File: src/rtl/register_file_bank.sv
// register_file_bank: 2R/2W register file with per-register busy scoreboard
// Ports: clk/reset (sync, active-high); srcRegister1/2 -> readData1/2, readBusy1/2;
// writeEnable1/2, desRegister1/2, writeData1/2 (port 2 wins on collision);
// reserveEnable/reserveRegister -> reserveStall; busyCount = popcount of busy.
// Optional macro REGFILE_BYPASS_EN forwards same-cycle write data to the read ports.
module register_file_bank #(
  parameter int DATA_WIDTH = 32,
  parameter int REG_NUM    = 32,
  parameter int ADDR_WIDTH = 5
) (
  input  logic                  clk,
  input  logic                  reset,
  input  logic [ADDR_WIDTH-1:0] srcRegister1,
  input  logic [ADDR_WIDTH-1:0] srcRegister2,
  output logic [DATA_WIDTH-1:0] readData1,
  output logic [DATA_WIDTH-1:0] readData2,
  output logic                  readBusy1,
  output logic                  readBusy2,
  input  logic                  writeEnable1,
  input  logic                  writeEnable2,
  input  logic [ADDR_WIDTH-1:0] desRegister1,
  input  logic [ADDR_WIDTH-1:0] desRegister2,
  input  logic [DATA_WIDTH-1:0] writeData1,
  input  logic [DATA_WIDTH-1:0] writeData2,
  input  logic                  reserveEnable,
  input  logic [ADDR_WIDTH-1:0] reserveRegister,
  output logic                  reserveStall,
  output logic [ADDR_WIDTH:0]   busyCount
);
  logic [DATA_WIDTH-1:0] r_regs [REG_NUM];
  logic [REG_NUM-1:0]    r_busy;
  logic                  w_we1, w_we2, w_hit_res, w_res;
  // x0 is hardwired: writes to it never qualify, so it stays 0 and never busy
  assign w_we1 = writeEnable1 && (desRegister1 != '0);
  assign w_we2 = writeEnable2 && (desRegister2 != '0);
  // a write landing on the reserved register frees it, so the reserve cannot stall
  assign w_hit_res = (w_we1 && desRegister1 == reserveRegister) ||
                     (w_we2 && desRegister2 == reserveRegister);
  assign reserveStall = reserveEnable && r_busy[reserveRegister] && !w_hit_res;
  assign w_res = reserveEnable && (reserveRegister != '0) && !reserveStall;
  always_ff @(posedge clk) begin
    if (reset) begin
      for (int i = 0; i < REG_NUM; i++) r_regs[i] <= '0;
      r_busy <= '0;
    end else begin
      if (w_we1) r_regs[desRegister1] <= writeData1;
      if (w_we2) r_regs[desRegister2] <= writeData2;
      if (w_we1) r_busy[desRegister1] <= 1'b0;
      if (w_we2) r_busy[desRegister2] <= 1'b0;
      // last assignment wins: a new producer overrides a same-cycle clear
      if (w_res) r_busy[reserveRegister] <= 1'b1;
    end
  end
  always_comb begin
    busyCount = '0;
    for (int i = 0; i < REG_NUM; i++) busyCount = busyCount + (ADDR_WIDTH+1)'(r_busy[i]);
  end
`ifdef REGFILE_BYPASS_EN
  function automatic logic [DATA_WIDTH-1:0] byp_data(input logic [ADDR_WIDTH-1:0] a);
    return (w_we2 && desRegister2 == a) ? writeData2 :
           (w_we1 && desRegister1 == a) ? writeData1 : r_regs[a];
  endfunction
  function automatic logic byp_busy(input logic [ADDR_WIDTH-1:0] a);
    return ((w_we1 && desRegister1 == a) || (w_we2 && desRegister2 == a)) ?
           (w_res && reserveRegister == a) : r_busy[a];
  endfunction
  assign readData1 = byp_data(srcRegister1);
  assign readData2 = byp_data(srcRegister2);
  assign readBusy1 = byp_busy(srcRegister1);
  assign readBusy2 = byp_busy(srcRegister2);
`else
  assign readData1 = r_regs[srcRegister1];
  assign readData2 = r_regs[srcRegister2];
  assign readBusy1 = r_busy[srcRegister1];
  assign readBusy2 = r_busy[srcRegister2];
`endif
endmodule

File: config.mk
export PLATFORM = sky130hd
export DESIGN_NAME = register_file_bank
export DESIGN_NICKNAME = d
export VERILOG_FILES = /design/src/rtl/register_file_bank.sv
export SDC_FILE = /design/constraint.sdc
export NUM_CORES = 2
export LEC_CHECK = 0
export CAP_MARGIN = 5
export CELL_PAD_IN_SITES_DETAIL_PLACEMENT = 1
export CELL_PAD_IN_SITES_GLOBAL_PLACEMENT = 1
export CORE_MARGIN = 2
export CORE_UTILIZATION = 54
export DETAILED_ROUTE_END_ITERATION = 8
export MAX_ROUTING_LAYER = met4
export PLACE_DENSITY = 0.79
export SYNTH_ARGS = -nofsm -noshare
export SYNTH_HDL_FRONTEND = slang
export SYNTH_SLANG_ARGS = --single-unit
File: constraint.sdc
create_clock -name clk -period 6.5 [get_ports clk]
set_clock_uncertainty 0.15 [all_clocks]
set_input_delay 1.3 -clock clk [delete_from_list [all_inputs] [get_ports clk]]
set_output_delay 1.3 -clock clk [all_outputs]
set_load 0.02 [all_outputs]
# --- Yosys cells after proc, flatten, opt, wreduce, memory -nomap -nowiden ---
# Memory sizes are Yosys's and may differ from the RTL's.
# Cells that the tools add are included.
totals:
  regBits: 32
  ram_bits: 1024
  input_bits: 94
  out_inout_bits: 73
  word_cells: 98
  n_memories: 1
op_classes:
  add_sub_neg: 31
  magnitude_cmp: 8
  n_eq_ne: 2
  muxes: 31
  bitwise_logic: 5
  reduce_logical: 19
mem_list:
  columns: ["name", "words", "width", "rd", "rd_clocked_by_memory_dff", "write_ports", "line_no", "rtl"]
  rows:
  - ["r_regs", 32, 32, 2, 0, 32, "30", "logic [DATA_WIDTH-1:0] r_regs [REG_NUM];"]
ops:
  columns: ["op", "count"]
  rows:
  - ["32-bit two-way mux", 7]
  - ["6-bit by 1-bit adder with 6-bit output", 26]
  - ["32-bit AND", 2]
  - ["32-bit NOT", 2]
  - ["32-bit OR reduction", 2]
  - ["32-bit bitwise OR", 1]
  - ["5-bit by 6-bit < comparator with 1-bit output, second input constant", 5]
  - ["1-bit two-way mux", 16]
  - ["1-bit binary-select mux with 5-bit select", 3]
  - ["1-bit demux with 5-bit select", 3]
  - ["5-bit by 1-bit >= comparator with 1-bit output, second input constant", 3]
  - ["5-bit nonzero test", 3]
  - ["1-bit logical AND", 11]
  - ["5-bit == test", 2]
  - ["5-bit two-way mux", 2]
  - ["5-bit by 1-bit adder with 6-bit output", 1]
  - ["4-bit by 1-bit adder with 5-bit output", 1]
  - ["3-bit by 1-bit adder with 4-bit output", 1]
  - ["2-bit by 1-bit adder with 3-bit output", 1]
  - ["1-bit by 1-bit adder with 2-bit output", 1]
  - ["1-bit zero test", 2]
  - ["1-bit logical OR", 1]

# --- Logic depth before layout (Yosys ltp) ---
depth:
  depth_word: 31
  depth_mapped: 15
  depth_no_buf: 15

# --- Worst setup path after synthesis ---
# Ideal clock, no wire load.
synth_timing:
  kind: "reg2out"
  from: "register r_busy[23]"
  to: "output port busyCount[4]"
  arrival_time_ns: 4.521
  required_time_ns: 5.050
  path_slack_ns: 0.529
  stages_incl_launch_ff: 16
  path_buffers: 0
  path_cell_list: "dfxtp_1 -> inv_1 -> fa_1 -> fa_1 -> fa_1 -> fa_1 -> fa_1 -> fa_1 -> inv_1 -> ha_1 -> inv_1 -> fa_1 -> inv_1 -> a21o_1 -> a21oi_1 -> xnor2_1"
synth_between:
  elab_chain_cells: 9
synth_rtl:
  columns: ["element", "line_no", "rtl"]
  rows:
  - ["start: declaration", "31", "logic [REG_NUM-1:0] r_busy;"]
  - ["start signal: assignment", "44", "r_busy <= '0;"]
  - ["start signal: indexed assignment", "48", "if (w_we1) r_busy[desRegister1] <= 1'b0;"]
  - ["start signal: indexed assignment", "49", "if (w_we2) r_busy[desRegister2] <= 1'b0;"]
  - ["6-bit by 1-bit adder with 6-bit output (9 in series)", "56", "for (int i = 0; i < REG_NUM; i++) busyCount = busyCount + (ADDR_WIDTH+1)'(r_busy[i]);"]
  - ["end: declaration", "28", "output logic [ADDR_WIDTH:0] busyCount"]
# No other way between the ends.

# --- Worst setup path in the final report ---
layout_timing:
  from: "register r_busy[15]"
  to: "output port busyCount[4]"
layout_between:
  elab_chain_cells: 17
layout_rtl:
  columns: ["element", "line_no"]
  rows:
  - ["6-bit by 1-bit adder with 6-bit output (17 in series)", "56"]
# No other way between the ends.

==> reports/results.ini <==
[outcome]
status = finished with violations
violations = setup timing

[final_layout]
layout.cells.non_filler = 5398
final_cell_mix = 1024 x edfxtp_1, 992 x a22o_1, 663 x mux4_2
fin_nets = 3914
layout-drive-gt1-share = 0.319
final_common_cell = edfxtp_1
syn2layout_area_growth_pct = 11.7

[floorplan]
die-area_um2 = 117000
core-area_um2 = 113000
start_util = 0.546
io_pins = 167
die_y_um = 341
rows = 123
die_x_um = 341

[setup_path]
r2r_cells = 7
slowest_delay_ps = 600
crit_chain = inv_2, fa_2, fa_1, fa_1, fa_1, fa_1, fa_1, inv_2, ha_4, inv_2, fa_2, inv_1, a21o_1, a21oi_2, xnor2_1, buf_4
cp-start-kind = flip-flop
cpMostUsedCell = fa_1
path_buf_inv = 5
slowest_stage = fa_2
cp_top_family = adder cells
path_depth = 16
worstPathRequired_ps = 5050
path_max_fanout = 2
worst-r2r-setup-slack_ps = 4140
cp-end-kind = output pin
crit_arrival_ps = 5280
r2r-end = r_busy[19]$_SDFF_PP0_
r2r-start = r_busy[9]$_SDFF_PP0_
path_class = flip-flop to output pin
worstSetupEndpoint = busyCount[4]
crit_start = r_busy[15]$_SDFF_PP0_

[cts]
htreeDepth = 3
clkSinkCount = 1056
clkTransAtPathRegs_ps = 60
cts_hold_buf = 0
cts_tree = built
cts-root-buf = clkbuf_16
cts_buffer_depth = 3
clk_latency_ps = 750
cts-buffers-inserted = 115

[routing]
drt_wl_total_mm = 264
ant_nets = 0
drc = 0
vias_per_cell = 8.62
num_vias = 46500
dr.first_iter.drc_count = 9684
routedWlPerCell_um = 48.9
dr.pass1.iters = 8

[power_and_ir_drop]
intPower_mw = 12.8
power_density_nw_per_um2 = 255
p_leak_nw = 22.7
finalPower_mw = 17.5
comb_power_share = 0.152
power.share.sequential = 0.466
netSwitchingFraction = 0.268
ir_worst_vdd_uv = 222
pwr-share-clk = 0.382
p_switching_mw = 4.69

[timing]
relSlewSlack = 0.0768
finalHoldViolCount = 0
worstMarginPinSlew_ps = 1380
setup-violations-final = 5
fin_crit_sh = 1.04
post-route-min-period_ps = 6730
slew_viol_final = 0
fmax_ghz = 0.149
setup_ws_ps = -228
grt_setup_unrepaired = true

[placed_design]
io_buffers = 166
hpwl_mm = 149
place.gp.congestion = 0.919
dp_cells = 5167

[synthesis]
ys_seq_area_frac = 0.511
synth_top_cell_by_area = edfxtp_1
ys.flop_type = edfxtp_1
avgSynthCellArea_um2 = 15.9
ys_types = 56
ys_warn_count = 0
synthArstFlopShare = 0
synth_edf_count = 1024
yosysTopAreaCellShare = 0.500
netlist_instances = 3872
synthTopCellsByArea = edfxtp_1 50%, mux4_2 24%, a22o_1 14%
netlist_area_um2 = 61500
synth.ff_latch_count = 1056

[global_route]
grt_pass1_vias = 47900
grt_pass1_wl_mm = 367
grt_use_total = 0.468
grt_overflow = 0
grt_max_degree = 68
antenna_found_initial = 16

[job]
maxCapViolations = 0

[worst_hold_path]
min_path_type = flip-flop to flip-flop

-- cell type report --
class,count,area [um^2]
well taps,1500,1880
flip-flops and latches,1056,31400
fillers,9796,44000
clock inverters,63,639
inverters,60,225
clock buffers,147,3040
repair buffers,356,3450
diodes,16,40.0
multi-input cells,2200,27900
-- repair_timing --
item,in CTS,in global routing
setup endpoints to repair,6,5
pin swaps,11,9
setup buffers,3,1
gates resized for setup,44,13
-- flip-flops by register name, summed over array words and instances (netlist names) --
signal / count
r_regs: 1024
r_busy: 32
-- cells in the mapped netlist, types with 7 or more instances --
library cell  number
buf_4             15
nand3b_1          13
fa_1              24
nand3_1           40
nor3_2             8
mux2i_1           10
clkbuf_1         368
edfxtp_1        1024
nand4_1           31
mux2_2            66
or2_2             23
inv_1             60
o21ai_0           34
mux4_2           663
dfxtp_1           32
xnor2_1           11
nor2_1           118
nor3_1            33
a22o_1           992
nand2_1           14
ha_1               7
or3_1             18
buf_2            167
buf_1             30
-- cell families after synthesis --
group                    after synthesis  share of synthesized area
flip-flops                          1056                      0.511
AO/OA/AOI/OAI                       1054                      0.148
adder cells (fa/ha/maj)               31                    0.00924
other                                  1                  0.0000610
multiplexers                         739                      0.257
AND/OR/NAND/NOR                      332                     0.0290
XOR/XNOR                              12                    0.00171
buffers and inverters                647                     0.0446
-- per-stage QoR --
| step | utilization | cell area (um^2) | TNS, ps | worst slack (ps) | hold slack, ps |
|---|---|---|---|---|---|
| floorplan | - | 61600 | 0 | 529 | 321 |
| global placement | 0.575 | 64800 | -108 | -108 | 346 |
| detailed placement | 0.575 | 64800 | -109 | -109 | 358 |
| CTS | 0.608 | 68500 | -941 | -313 | 321 |
| global route | 0.609 | 68600 | -1450 | -411 | 339 |
| finish | 0.609 | 68600 | -640 | -228 | 326 |
-- power groups by stage --
stage          Combinational [mW]  Clock (mW)  Sequential [mW]
2_1_floorplan                1.60           0             8.15
3_3_place_gp                 2.49           0             8.17
3_5_place_dp                 2.55           0             8.26
4_1_cts                      2.57        6.64             8.12
5_1_grt                      2.69        6.88             8.17
6_report                     2.65        6.69             8.15
-- worst min path at each step --
stage / slack [ps] / startpoint / endpoint / cells after the start
final: 330 / r_busy[0]$_SDFF_PP0_ / r_busy[0]$_SDFF_PP0_ / 2
after global routing: 340 / r_busy[0]$_SDFF_PP0_ / r_busy[0]$_SDFF_PP0_ / 2
after CTS: 320 / r_busy[0]$_SDFF_PP0_ / r_busy[0]$_SDFF_PP0_ / 2
after detailed placement: 360 / r_busy[0]$_SDFF_PP0_ / r_busy[0]$_SDFF_PP0_ / 2
after global placement: 350 / r_busy[0]$_SDFF_PP0_ / r_busy[0]$_SDFF_PP0_ / 2
after floorplan: 320 / r_busy[2]$_SDFF_PP0_ / r_busy[2]$_SDFF_PP0_ / 2
-- per-layer routing --
metal | routed length, um | GRT usage | vias up | share of wire
met5 | 0 | - | - | 0
met4 | 23900 | 0.350 | 0 | 0.090
met3 | 42400 | 0.163 | 1514 | 0.16
met2 | 116000 | 0.661 | 5174 | 0.44
met1 | 81200 | 0.552 | 23500 | 0.31
li1 | - | - | 16400 | -
-- worst reg2reg max path, stage by stage, from the launching register on --
cell     delay (ps)
dfxtp_2         320
buf_4           140
mux4_2          500
nor3b_1         170
o32ai_2         250
buf_4           390
nand4_1         160
nand3_1         180
(Power assumes the default switching activity.)
